<file path="config.mk">
export PLATFORM = sky130hd
export DESIGN_NAME = const_encoder
export DESIGN_NICKNAME = d
export VERILOG_FILES = /design/src/rtl/const_encoder.sv
export SDC_FILE = /design/constraint.sdc
export NUM_CORES = 1
export LEC_CHECK = 0
export CAP_MARGIN = 15
export CORE_MARGIN = 2
export CORE_UTILIZATION = 25
export DETAILED_ROUTE_END_ITERATION = 6
export GPL_ROUTABILITY_DRIVEN = 1
export SYNTH_ARGS = -nofsm -noshare
export SYNTH_HDL_FRONTEND = slang
export SYNTH_SLANG_ARGS = --single-unit
</file>
<file path="constraint.sdc">
create_clock -name clk -period 4.12 [get_ports clk]
set_clock_uncertainty 0.1 [all_clocks]
set_input_delay 0.824 -clock clk [delete_from_list [all_inputs] [get_ports clk]]
set_output_delay 0.824 -clock clk [all_outputs]
set_load 0.05 [all_outputs]
</file>
<file path="src/rtl/const_encoder.sv">
// ---------------------------------------------------------------------------
// const_encoder
//
// Narrows an 8-bit operand to a 6-bit immediate field, either zero-extended
// (CS=0) or sign-extended (CS=1). Values that do not fit are saturated
// (SAT_EN=1) or truncated (SAT_EN=0) and flagged with ovf. Encoded results
// pass through a 2-entry FIFO with valid/ready handshakes on both sides.
//
// Parameters
//   SAT_EN      1 = saturate out-of-range values, 0 = truncate to value[5:0]
//
// Ports
//   clk         single clock, rising edge
//   reset       synchronous active-high reset
//   in_valid    upstream offers value/CS
//   in_ready    FIFO has room (count < 2)
//   value       8-bit operand
//   CS          0 = unsigned field, 1 = signed field
//   out_valid   head entry available
//   out_ready   downstream accepts head entry
//   IM          6-bit immediate of head entry
//   CS_out      CS captured with head entry
//   ovf         head entry did not fit the field
//   reject_cnt  saturating count of accepted non-fitting values
// ---------------------------------------------------------------------------
module const_encoder #(
    parameter int SAT_EN = 1
) (
    input  logic       clk,
    input  logic       reset,
    input  logic       in_valid,
    output logic       in_ready,
    input  logic [7:0] value,
    input  logic       CS,
    output logic       out_valid,
    input  logic       out_ready,
    output logic [5:0] IM,
    output logic       CS_out,
    output logic       ovf,
    output logic [7:0] reject_cnt
);

    // Entry layout: {IM[5:0], CS, ovf}
    logic [7:0] mem_q [2];
    logic [7:0] mem_d [2];
    logic       wrPtr_q, wrPtr_d;
    logic       rdPtr_q, rdPtr_d;
    logic [1:0] count_q, count_d;
    logic [7:0] rejectCnt_q, rejectCnt_d;

    logic       fits;
    logic [5:0] encIm;
    logic       push;
    logic       pop;
    logic [7:0] headEntry;

    // Fit check and encoding of the incoming operand. A signed field holds
    // the value only when bits 7..5 all equal the sign; an unsigned field
    // only when bits 7..6 are clear. Saturation picks the nearest
    // representable endpoint of the field.
    always_comb begin
        fits  = 1'b0;
        encIm = value[5:0];
        if (CS) begin
            fits = (value[7] == value[6]) && (value[6] == value[5]);
        end else begin
            fits = (value[7:6] == 2'b00);
        end
        if (!fits && (SAT_EN != 0)) begin
            if (!CS) begin
                encIm = 6'h3F;
            end else if (value[7]) begin
                encIm = 6'h20;
            end else begin
                encIm = 6'h1F;
            end
        end
    end

    assign in_ready  = (count_q < 2'd2);
    assign out_valid = (count_q != 2'd0);
    assign push      = in_valid && in_ready;
    assign pop       = out_valid && out_ready;

    assign headEntry  = mem_q[rdPtr_q];
    assign IM         = headEntry[7:2];
    assign CS_out     = headEntry[1];
    assign ovf        = headEntry[0];
    assign reject_cnt = rejectCnt_q;

    // Next-state for FIFO storage, pointers, occupancy and the reject
    // counter. A push at full and a pop at empty are already masked by the
    // ready/valid terms, so count can never wrap.
    always_comb begin
        mem_d       = mem_q;
        wrPtr_d     = wrPtr_q;
        rdPtr_d     = rdPtr_q;
        count_d     = count_q;
        rejectCnt_d = rejectCnt_q;

        if (push) begin
            mem_d[wrPtr_q] = {encIm, CS, ~fits};
            wrPtr_d        = ~wrPtr_q;
            if (!fits && (rejectCnt_q != 8'hFF)) begin
                rejectCnt_d = rejectCnt_q + 8'd1;
            end
        end
        if (pop) begin
            rdPtr_d = ~rdPtr_q;
        end
        if (push && !pop) begin
            count_d = count_q + 2'd1;
        end else if (pop && !push) begin
            count_d = count_q - 2'd1;
        end
    end

    // State registers. Storage is cleared on reset so the head outputs read
    // as zero and nothing queued before reset can reappear afterwards.
    always_ff @(posedge clk) begin
        if (reset) begin
            mem_q[0]    <= 8'h00;
            mem_q[1]    <= 8'h00;
            wrPtr_q     <= 1'b0;
            rdPtr_q     <= 1'b0;
            count_q     <= 2'd0;
            rejectCnt_q <= 8'h00;
        end else begin
            mem_q[0]    <= mem_d[0];
            mem_q[1]    <= mem_d[1];
            wrPtr_q     <= wrPtr_d;
            rdPtr_q     <= rdPtr_d;
            count_q     <= count_d;
            rejectCnt_q <= rejectCnt_d;
        end
    end

endmodule

</file>
==> summary.txt, run 1 <==
Logic synthesis
  • Post-synth top cells: 28 x dfxtp_1, 16 x nor2_1, 13 x a21oi_1
  • Cell with the most instances after synthesis: dfxtp_1
  • Register area share after synthesis: 41.6%
  • Post-Synth XOR/XNOR Area: 3.16%
  • Simple-gate share of the synthesized area: 21.4%
  • Largest family of logic cells by synthesized area: simple AND/OR/NAND/NOR gates
  • Multiplexer share of the synthesized area: 8.91%
  • Cells after synthesis: 148
  • Synth Area in Compound Gates: 18.8%
  • Synth area leaders: dfxtp_1 42%, mux2_2 6.7%, a21oi_1 4.8%
  • Mapped Nets: 164
  • Post-synth EDFFs: 0
  • Synth area leader: dfxtp_1
  • #FFs+latches synth: 28
  • Yosys top cell area share: 41.6%
  • Asr flop ratio synth: 0%
  • Yosys warns: 0
  • Post-Synth Adder-Cell Area: 2.79%
  • Synth Area per Inst: 9.11 sq um
  • Mapped Area: 1350 sq um
  • Synth unique cells: 33
  • Ys flop type: dfxtp_1

Place
  • HPWL after detailed placement: 2060 um
  • DP Cell Count: 242
  • Placed Instance Area: 1710 sq um
  • Number of port buffers: 30
  • Gpl congestion: 0.765
  • Setup WS pre-CTS: 0.983 ns

Timing
  • Setup TNS Final: 0 ns
  • Tcrit/Tclk final: 71.2%
  • Final worst slack: 1.19 ns
  • Worst-Margin Slew: 0.864 ns
  • Setup-failing EPs final: 0
  • Final worst path period need: 2.93 ns
  • RSZ-0062 raised after global routing: false
  • Final Max Slew Viols: 0
  • FMAX: 341 MHz
  • Relative slew margins: 42.3%
  • Final number of hold-violating endpoints: 0
  • Hold WS: 0.364 ns

Finish
  • Final design utilization: 34.3%
  • Number of fill cells: 550
  • Final std cells w/o fill: 246
  • Ant diodes: 0
  • Fin nets: 193
  • Layout area overhead: 31.0%
  • Fin area: 1770 sq um
  • Ratio of cells with drive above 1 in the final layout: 9.09%

Critical path
  • Worst Setup End Kind: output port
  • Crit-path max cell delay: 0.70 ns
  • R2R Setup Slk: 2.29 ns
  • Cell Chain, Critical Path: mux2_2, clkdlybuf4s50_1
  • Crit start category: register
  • CP Buf/Inv Count: 1
  • Worst-path fanout max: 9
  • Reg2Reg Launch Point: count_q[1]$_SDFFE_PP0P_
  • Worst EP required: 3.20 ns
  • Reg2Reg Depth: 4
  • Critical path type: register to output port
  • Critical Path AT: 2.01 ns
  • CP delay by family, top: buffers and inverters
  • CP max-delay cell: clkdlybuf4s50_1
  • R2r endpoint: mem_q[15]$_SDFFE_PP0P_

Power and ir drop
  • Clk pwr share: 18.8%
  • Int Pwr: 548 uW
  • Switch Pwr: 354 uW
  • Sequential power share: 38.9%
  • Leakage: 0.613 nW
  • Combinational power share: 42.3%
  • Pwr Density: 511 nW/um^2
  • Sw frac: 39.2%
  • Total chip power: 902 uW
  • Max rail drop VDD: 0.168 mV

Global routing
  • Largest net degree at the start of global routing: 23
  • Grt ovf: 0
  • First-pass GRT wire length: 4930 um
  • Vias in the first global route: 1096
  • Total track usage: 9.93%
  • Initial antenna violation count: 0

Route
  • Drt pass-1 iters: 4
  • # DRC: 0
  • DR iter-0 viols: 38
  • Vias per cell: 4.59
  • WL per Instance: 11.6 um
  • DR vias: 1129
  • Routed Antenna Nets: 0
  • Routed WL: 2860 um

Floorplanning
  • I/O pin total: 31
  • Die ar.: 5990 sq um
  • Die Y: 77.4 um
  • Chip width: 77.4 um
  • Initial core utilization: 26.2%
  • Core area: 5140 sq um
  • Rows: 26

Clocking
  • Clock sinks: 28
  • PostCTS Resize Cnt: 0
  • Clock slew seen by the registers of the worst setup and hold paths: 0.10 ns
  • CTS buffer count: 3
  • CTS H-Tree Depth: 1
  • Max clock buf depth: 2
  • Clock tree from TritonCTS: done
  • Post-CTS Hold Buffers: 0
  • Clock Tree Root: clkbuf_8
  • Clock Latency Late Sink: 0.27 ns
  • Post-CTS Setup Inserts: 0

Worst hold path
  • Hold Path End: mem_q[15]$_SDFFE_PP0P_
  • Hold Path Stages: 2
  • Hold Startpoint: mem_q[15]$_SDFFE_PP0P_
  • Hold Path Class: register to register

Flow run
  • Max cap viols: 0

Status
  • Outcome: completed
==> cells in the final DEF (no fill, tap or decap), drive strengths merged <==
master	instances
nand3b	2
nor3b	1
o32a	1
clkdlybuf4s50	30
o31ai	5
xor2	4
nand2b	6
o21bai	1
a211oi	5
o311ai	1
or3	5
mux2	8
nand2	7
or4	3
dfxtp	28
mux2i	3
o211ai	1
and2b	1
nand3	4
inv	5
clkbuf	4
o2bb2ai	5
nor2b	2
o21ai	4
or2	1
and3	1
nand4	3
ha	3
o31a	1
nor2	16
a21oi	13
and2	2
==> final cells by class <==
| class | instances | area [sq um] | share of cell area (%) |
|---|---|---|---|
| clock buffers | 4 | 55.1 | 3.12 |
| inverters | 5 | 18.8 | 1.06 |
| multi-input cells | 109 | 743 | 42.1 |
| flip-flops and latches | 28 | 561 | 31.8 |
| well taps | 70 | 87.6 | 4.96 |
| repair buffers | 30 | 300 | 17.0 |
==> power groups by stage <==
stage | clock (mW) | combinational (mW) | sequential [mW]
2_1_floorplan | 0 | 0.284 | 0.348
3_3_place_gp | 0 | 0.381 | 0.357
3_5_place_dp | 0 | 0.384 | 0.358
4_1_cts | 0.177 | 0.385 | 0.352
5_1_grt | 0.188 | 0.412 | 0.360
6_report | 0.170 | 0.381 | 0.351
==> kinds of logic (layout without fill, tap and decap cells) <==
group | count (synthesis) | count (layout)
buffers and inverters | 11 | 39
muxes | 11 | 11
DFF | 28 | 28
and+or+nand+nor | 54 | 54
AOI/OAI and AO/OA | 37 | 37
xor gates and xnor gates | 4 | 4
adders and majority gates | 3 | 3
==> state kept, by name, summed over array words and instances (netlist names) <==
name and flops:
mem_q 16, wrPtr_q 1, reject_cnt 8, rdPtr_q 1
count_q 2
==> how the worst max path moves through the flow <==
stage                                     from                          to  slack [ns]  cells past startpoint
final                     rdPtr_q$_SDFFE_PP0P_                         ovf        1.19                      2
after global routing      rdPtr_q$_SDFFE_PP0P_                       IM[1]        1.09                      2
after CTS                 rdPtr_q$_SDFFE_PP0P_                         ovf        1.15                      2
after detailed placement              value[6]  reject_cnt[5]$_SDFFE_PP0P_        0.98                      6
after global placement                value[6]  reject_cnt[3]$_SDFFE_PP0P_        1.05                      6
after floorplan                       value[6]  reject_cnt[1]$_SDFFE_PP0P_        1.95                      6
==> metal layers <==
metal / part of all wire, % / GRT usage [%]
met5: 0 / 0
met1: 50 / 13.0
met2: 46 / 16.7
met3: 3.3 / 2.33
met4: 0.35 / 2.14
==> worst reg2reg max path: cells and delay by family, from the launching register on <==
family	cells	cell delay [ns]
compound gates	1	0.15
flops	1	0.35
simple gates	3	1.16
(Power assumes the default switching activity.)
==> run 2, diff against run 1 <==
- clock period: 4.12 -> 2.58 ns (I/O delays scaled with it)
==> run 2 against run 1 <==
Net effect: setup slack lost 1.1 ns; combinational power is 77% higher; hold slack lost 0.0035 ns; die area is the same; sequential power is 54% higher; sequential share of layout area fell by 1.5 points; register-to-register slack worse by 1.5 ns.
==> summary.txt, run 2 (synthesized netlist as in run 1, its figures left out) <==
Status
  • Outcome: completed

Clocking
  • Clock Latency Late Sink: 0.27 ns
  • CTS H-Tree Depth: 1
  • CTS buffer count: 3
  • Clock slew seen by the registers of the worst setup and hold paths: 0.10 ns
  • Post-CTS Hold Buffers: 0
  • Clock Tree Root: clkbuf_8
  • Clock sinks: 28
  • PostCTS Resize Cnt: 0
  • Post-CTS Setup Inserts: 0
  • Clock tree from TritonCTS: done
  • Max clock buf depth: 2

Finish
  • Layout area overhead: 37.6%
  • Max FFs per register: 16
  • Top reg by flops: mem_q
  • Fin nets: 201
  • Ant diodes: 0
  • Final design utilization: 36.1%
  • Most frequent cells in the layout: 30 x clkdlybuf4s50_1, 28 x dfxtp_1, 16 x nor2_1
  • Most common cell after layout, fill and taps aside: clkdlybuf4s50_1
  • Ratio of cells with drive above 1 in the final layout: 13.0%

Critical path
  • Reg2Reg Launch Point: count_q[1]$_SDFFE_PP0P_
  • Worst Setup End Kind: output port
  • Cell Chain, Critical Path: buf_4, mux2_2, clkdlybuf4s50_1
  • Worst-path fanout max: 9
  • Crit-path max cell delay: 0.70 ns
  • R2R Setup Slk: 0.84 ns
  • Crit start category: register
  • CP max-delay cell: clkdlybuf4s50_1
  • R2r endpoint: count_q[1]$_SDFFE_PP0P_
  • Reg2Reg Depth: 5
  • Critical path type: register to output port
  • Critical Path AT: 1.84 ns
  • Worst EP required: 1.96 ns

Route
  • # DRC: 0
  • WL per Instance: 11.4 um
  • DR iter-0 viols: 42
  • Routed WL: 2890 um
  • Drt pass-1 iters: 4
  • DR vias: 1153
  • Vias per cell: 4.54
  • Routed Antenna Nets: 0

Worst hold path
  • Hold Startpoint: mem_q[9]$_SDFFE_PP0P_
  • Hold Path Stages: 2
  • Hold Path End: mem_q[9]$_SDFFE_PP0P_
  • Hold Path Class: register to register

Global routing
  • Initial antenna violation count: 0
  • Vias in the first global route: 1080
  • Largest net degree at the start of global routing: 20
  • Grt ovf: 0
  • First-pass GRT wire length: 4910 um
  • Total track usage: 9.93%

Timing
  • Final Max Slew Viols: 0
  • Setup-failing EPs final: 0
  • Tcrit/Tclk final: 95.1%
  • Worst-Margin Slew: 0.509 ns
  • Relative slew margins: 65.9%
  • RSZ-0062 raised after global routing: false
  • Final worst path period need: 2.45 ns
  • FMAX: 407 MHz
  • Final number of hold-violating endpoints: 0
  • Setup TNS Final: 0 ns

Floorplanning
  • Die ar.: 5990 sq um
  • I/O pin total: 31
  • Die Y: 77.4 um
  • Rows: 26
  • Initial core utilization: 26.2%
  • Core area: 5140 sq um
  • Chip width: 77.4 um

Place
  • HPWL after detailed placement: 2140 um
  • Number of port buffers: 30
  • Gpl congestion: 0.701

Power and ir drop
  • Pwr Density: 841 nW/um^2
  • Max rail drop VDD: 0.428 mV
  • Leakage: 0.664 nW

Flow run
  • Max cap viols: 0
## run 2: cell types whose count changed in the layout (fill, tap and decap cells not counted)
cell / before / now
buf_12: 0 / 1
bufinv_16: 0 / 1
buf_4: 0 / 7
clkbuf_8: 4 / 3
## run 2: worst max-delay path by stage
stage                              start                         end  slack [ns]  cells after the start
CTS                 rdPtr_q$_SDFFE_PP0P_                         ovf         0.1                      3
global route        rdPtr_q$_SDFFE_PP0P_                       IM[1]        0.06                      3
finish              rdPtr_q$_SDFFE_PP0P_                         ovf        0.13                      3
global placement                value[6]  reject_cnt[3]$_SDFFE_PP0P_        0.13                      8
floorplan                       value[6]  reject_cnt[1]$_SDFFE_PP0P_        0.72                      6
detailed placement              value[6]  reject_cnt[3]$_SDFFE_PP0P_        0.10                      8
## run 2: layout make-up
cell class / instances / area (sq um)
multi-input cells: 109 / 743
clock inverters: 1 / 30.0
well taps: 70 / 87.6
repair buffers: 38 / 373
clock buffers: 3 / 41.3
inverters: 5 / 18.8
flip-flops and latches: 28 / 561
fillers: 558 / 3290
## run 2: where the power goes
group	switching (mW)	internal (mW)	leakage, nW	total (mW)
Sequential	0.0422	0.497	0.229	0.539
Clock	0.137	0.208	0.0357	0.345
Combinational	0.398	0.277	0.400	0.675
Total	0.577	0.982	0.664	1.56
## run 2: metal layers
metal / up-vias / share of wire [%] / GRT usage, %
li1: 610 / - / -
met1: 522 / 49 / 13.2
met2: 19 / 47 / 16.1
met3: 2 / 3.8 / 2.91
met4: 0 / 0.35 / 1.96
met5: - / 0 / 0
## run 2: worst max-delay path, delay by kind of cell (launching register included)
kind	cells	cell delay [ns]
DFF	1	0.32
muxes	1	0.36
buffers and inverters	2	0.89
## run 2: through the flow
stage	instance area, sq um	cells	setup slack (ns)	total power [mW]	hold slack [ns]
floorplan	1350	148	0.722	1.01	0.327
global placement	1780	250	0.134	1.22	0.343
detailed placement	1780	250	0.100	1.23	0.347
CTS	1850	254	0.0960	1.58	0.366
global route	1850	254	0.0584	1.66	0.387
finish	1850	254	0.126	1.56	0.361
==> run 3, diff against run 2 <==
- CORE_ASPECT_RATIO: not set -> 0.6
- clock period: 2.58 -> 3.15 ns (I/O delays scaled with it)
==> run 3 against run 2 <==
Net effect: non-clock buffer count fell by 5; first-iteration DRC count is 7.1% higher; combinational power fell by 24%; core utilization decreased by 1.3 points; critical path type unchanged.
==> summary.txt, run 3 (synthesized netlist as in run 1, its figures left out) <==
Status
  • Outcome: completed

Place
  • HPWL after detailed placement: 2320 um
  • Number of port buffers: 30
  • Setup WS pre-CTS: 0.414 ns
  • Gpl congestion: 0.705

Clocking
  • Clock Latency Late Sink: 0.27 ns
  • Post-CTS Hold Buffers: 0
  • Post-CTS Setup Inserts: 0
  • PostCTS Resize Cnt: 0
  • Clock tree from TritonCTS: done
  • Clock sinks: 28
  • CTS H-Tree Depth: 1
  • CTS buffer count: 3
  • Clock Tree Root: clkbuf_8
  • Clock slew seen by the registers of the worst setup and hold paths: 0.09 ns
  • Max clock buf depth: 2

Floorplanning
  • Die ar.: 6010 sq um
  • Chip width: 98.8 um
  • Rows: 20
  • Die Y: 60.9 um
  • Core area: 5130 sq um
  • I/O pin total: 31
  • Initial core utilization: 26.3%

Critical path
  • R2r endpoint: reject_cnt[3]$_SDFFE_PP0P_
  • Worst Setup EP: IM[2]
  • Reg2Reg Depth: 5
  • Worst Setup End Kind: output port
  • Reg2Reg Launch Point: count_q[1]$_SDFFE_PP0P_
  • R2R Setup Slk: 1.32 ns
  • Critical Path Start: rdPtr_q$_SDFFE_PP0P_
  • Critical path type: register to output port
  • Crit start category: register
  • Critical Path AT: 2.00 ns
  • Worst EP required: 2.42 ns
  • Worst-path fanout max: 9

Timing
  • Final worst path period need: 2.73 ns
  • Tcrit/Tclk final: 86.7%
  • Hold WS: 0.361 ns
  • FMAX: 366 MHz
  • Relative slew margins: 64.1%
  • Worst-Margin Slew: 0.537 ns
  • Final worst slack: 0.418 ns
  • Setup TNS Final: 0 ns
  • Final Max Slew Viols: 0
  • Final number of hold-violating endpoints: 0
  • RSZ-0062 raised after global routing: false
  • Setup-failing EPs final: 0

Finish
  • Ant diodes: 0
  • Most frequent cells in the layout: 30 x clkdlybuf4s50_1, 28 x dfxtp_1, 16 x nor2_1
  • Final design utilization: 34.8%
  • Top reg by flops: mem_q
  • Fin nets: 196
  • Max FFs per register: 16
  • Layout area overhead: 32.3%
  • Most common cell after layout, fill and taps aside: clkdlybuf4s50_1
  • Ratio of cells with drive above 1 in the final layout: 10.6%

Worst hold path
  • Hold Path Stages: 2
  • Hold Startpoint: mem_q[15]$_SDFFE_PP0P_
  • Hold Path Class: register to register

Route
  • Vias per cell: 4.73
  • DR vias: 1159
  • DR iter-0 viols: 45
  • Drt pass-1 iters: 4
  • WL per Instance: 12.7 um
  • Routed Antenna Nets: 0
  • # DRC: 0
  • Routed WL: 3120 um

Flow run
  • Max cap viols: 0

Power and ir drop
  • Leakage: 0.627 nW
  • Total chip power: 1.20 mW
  • Max rail drop VDD: 0.437 mV
  • Pwr Density: 671 nW/um^2

Global routing
  • First-pass GRT wire length: 5080 um
  • Vias in the first global route: 1122
  • Grt ovf: 0
  • Total track usage: 10.6%
  • Largest net degree at the start of global routing: 16
  • Initial antenna violation count: 0
run 3: cell types whose count changed in the layout (fill, tap and decap cells not counted):
cell / delta
buf_4: -4
clkbuf_8: +1
bufinv_16: -1
buf_12: -1
run 3: critical path, cell delays in order (launching register included):
cell and delay (ns):
dfxtp_1 0.63, mux2_2 0.40, clkdlybuf4s50_1 0.70
run 3: worst min-delay path by stage:
| stage | end | slack, ns |
|---|---|---|
| after floorplan | mem_q[2]$_SDFFE_PP0P_ | 0.33 |
| after global placement | mem_q[4]$_SDFFE_PP0P_ | 0.34 |
| after detailed placement | mem_q[15]$_SDFFE_PP0P_ | 0.35 |
| after CTS | mem_q[15]$_SDFFE_PP0P_ | 0.36 |
| after global routing | mem_q[2]$_SDFFE_PP0P_ | 0.40 |
| final | mem_q[15]$_SDFFE_PP0P_ | 0.36 |
run 3: report_power, final:
| group | leakage (nW) | internal (mW) | switching (mW) |
|---|---|---|---|
| clock network | 0.0288 | 0.112 | 0.111 |
| registers | 0.229 | 0.407 | 0.0522 |
| logic | 0.370 | 0.206 | 0.308 |
| total | 0.627 | 0.726 | 0.471 |
run 3: layer usage:
layer / GRT usage, % / up-vias / share of wire [%]
met5: 0 / - / 0
met2: 15.7 / 24 / 39
met3: 3.80 / 2 / 6.6
met4: 2.15 / 0 / 0.42
met1: 15.0 / 537 / 54
li1: - / 596 / -
run 3: metrics by stage:
step	area, sq um	std cells
4_1_cts	1780	245
5_1_grt	1780	245
3_3_place_gp	1730	241
2_1_floorplan	1350	148
6_report	1780	245
3_5_place_dp	1730	241
run 3: area by class of cell:
class	count	area, sq um
multi-input cells	109	743
repair buffers	33	323
well taps	66	82.6
flip-flops and latches	28	561
fillers	517	3350
inverters	5	18.8
clock buffers	4	55.1
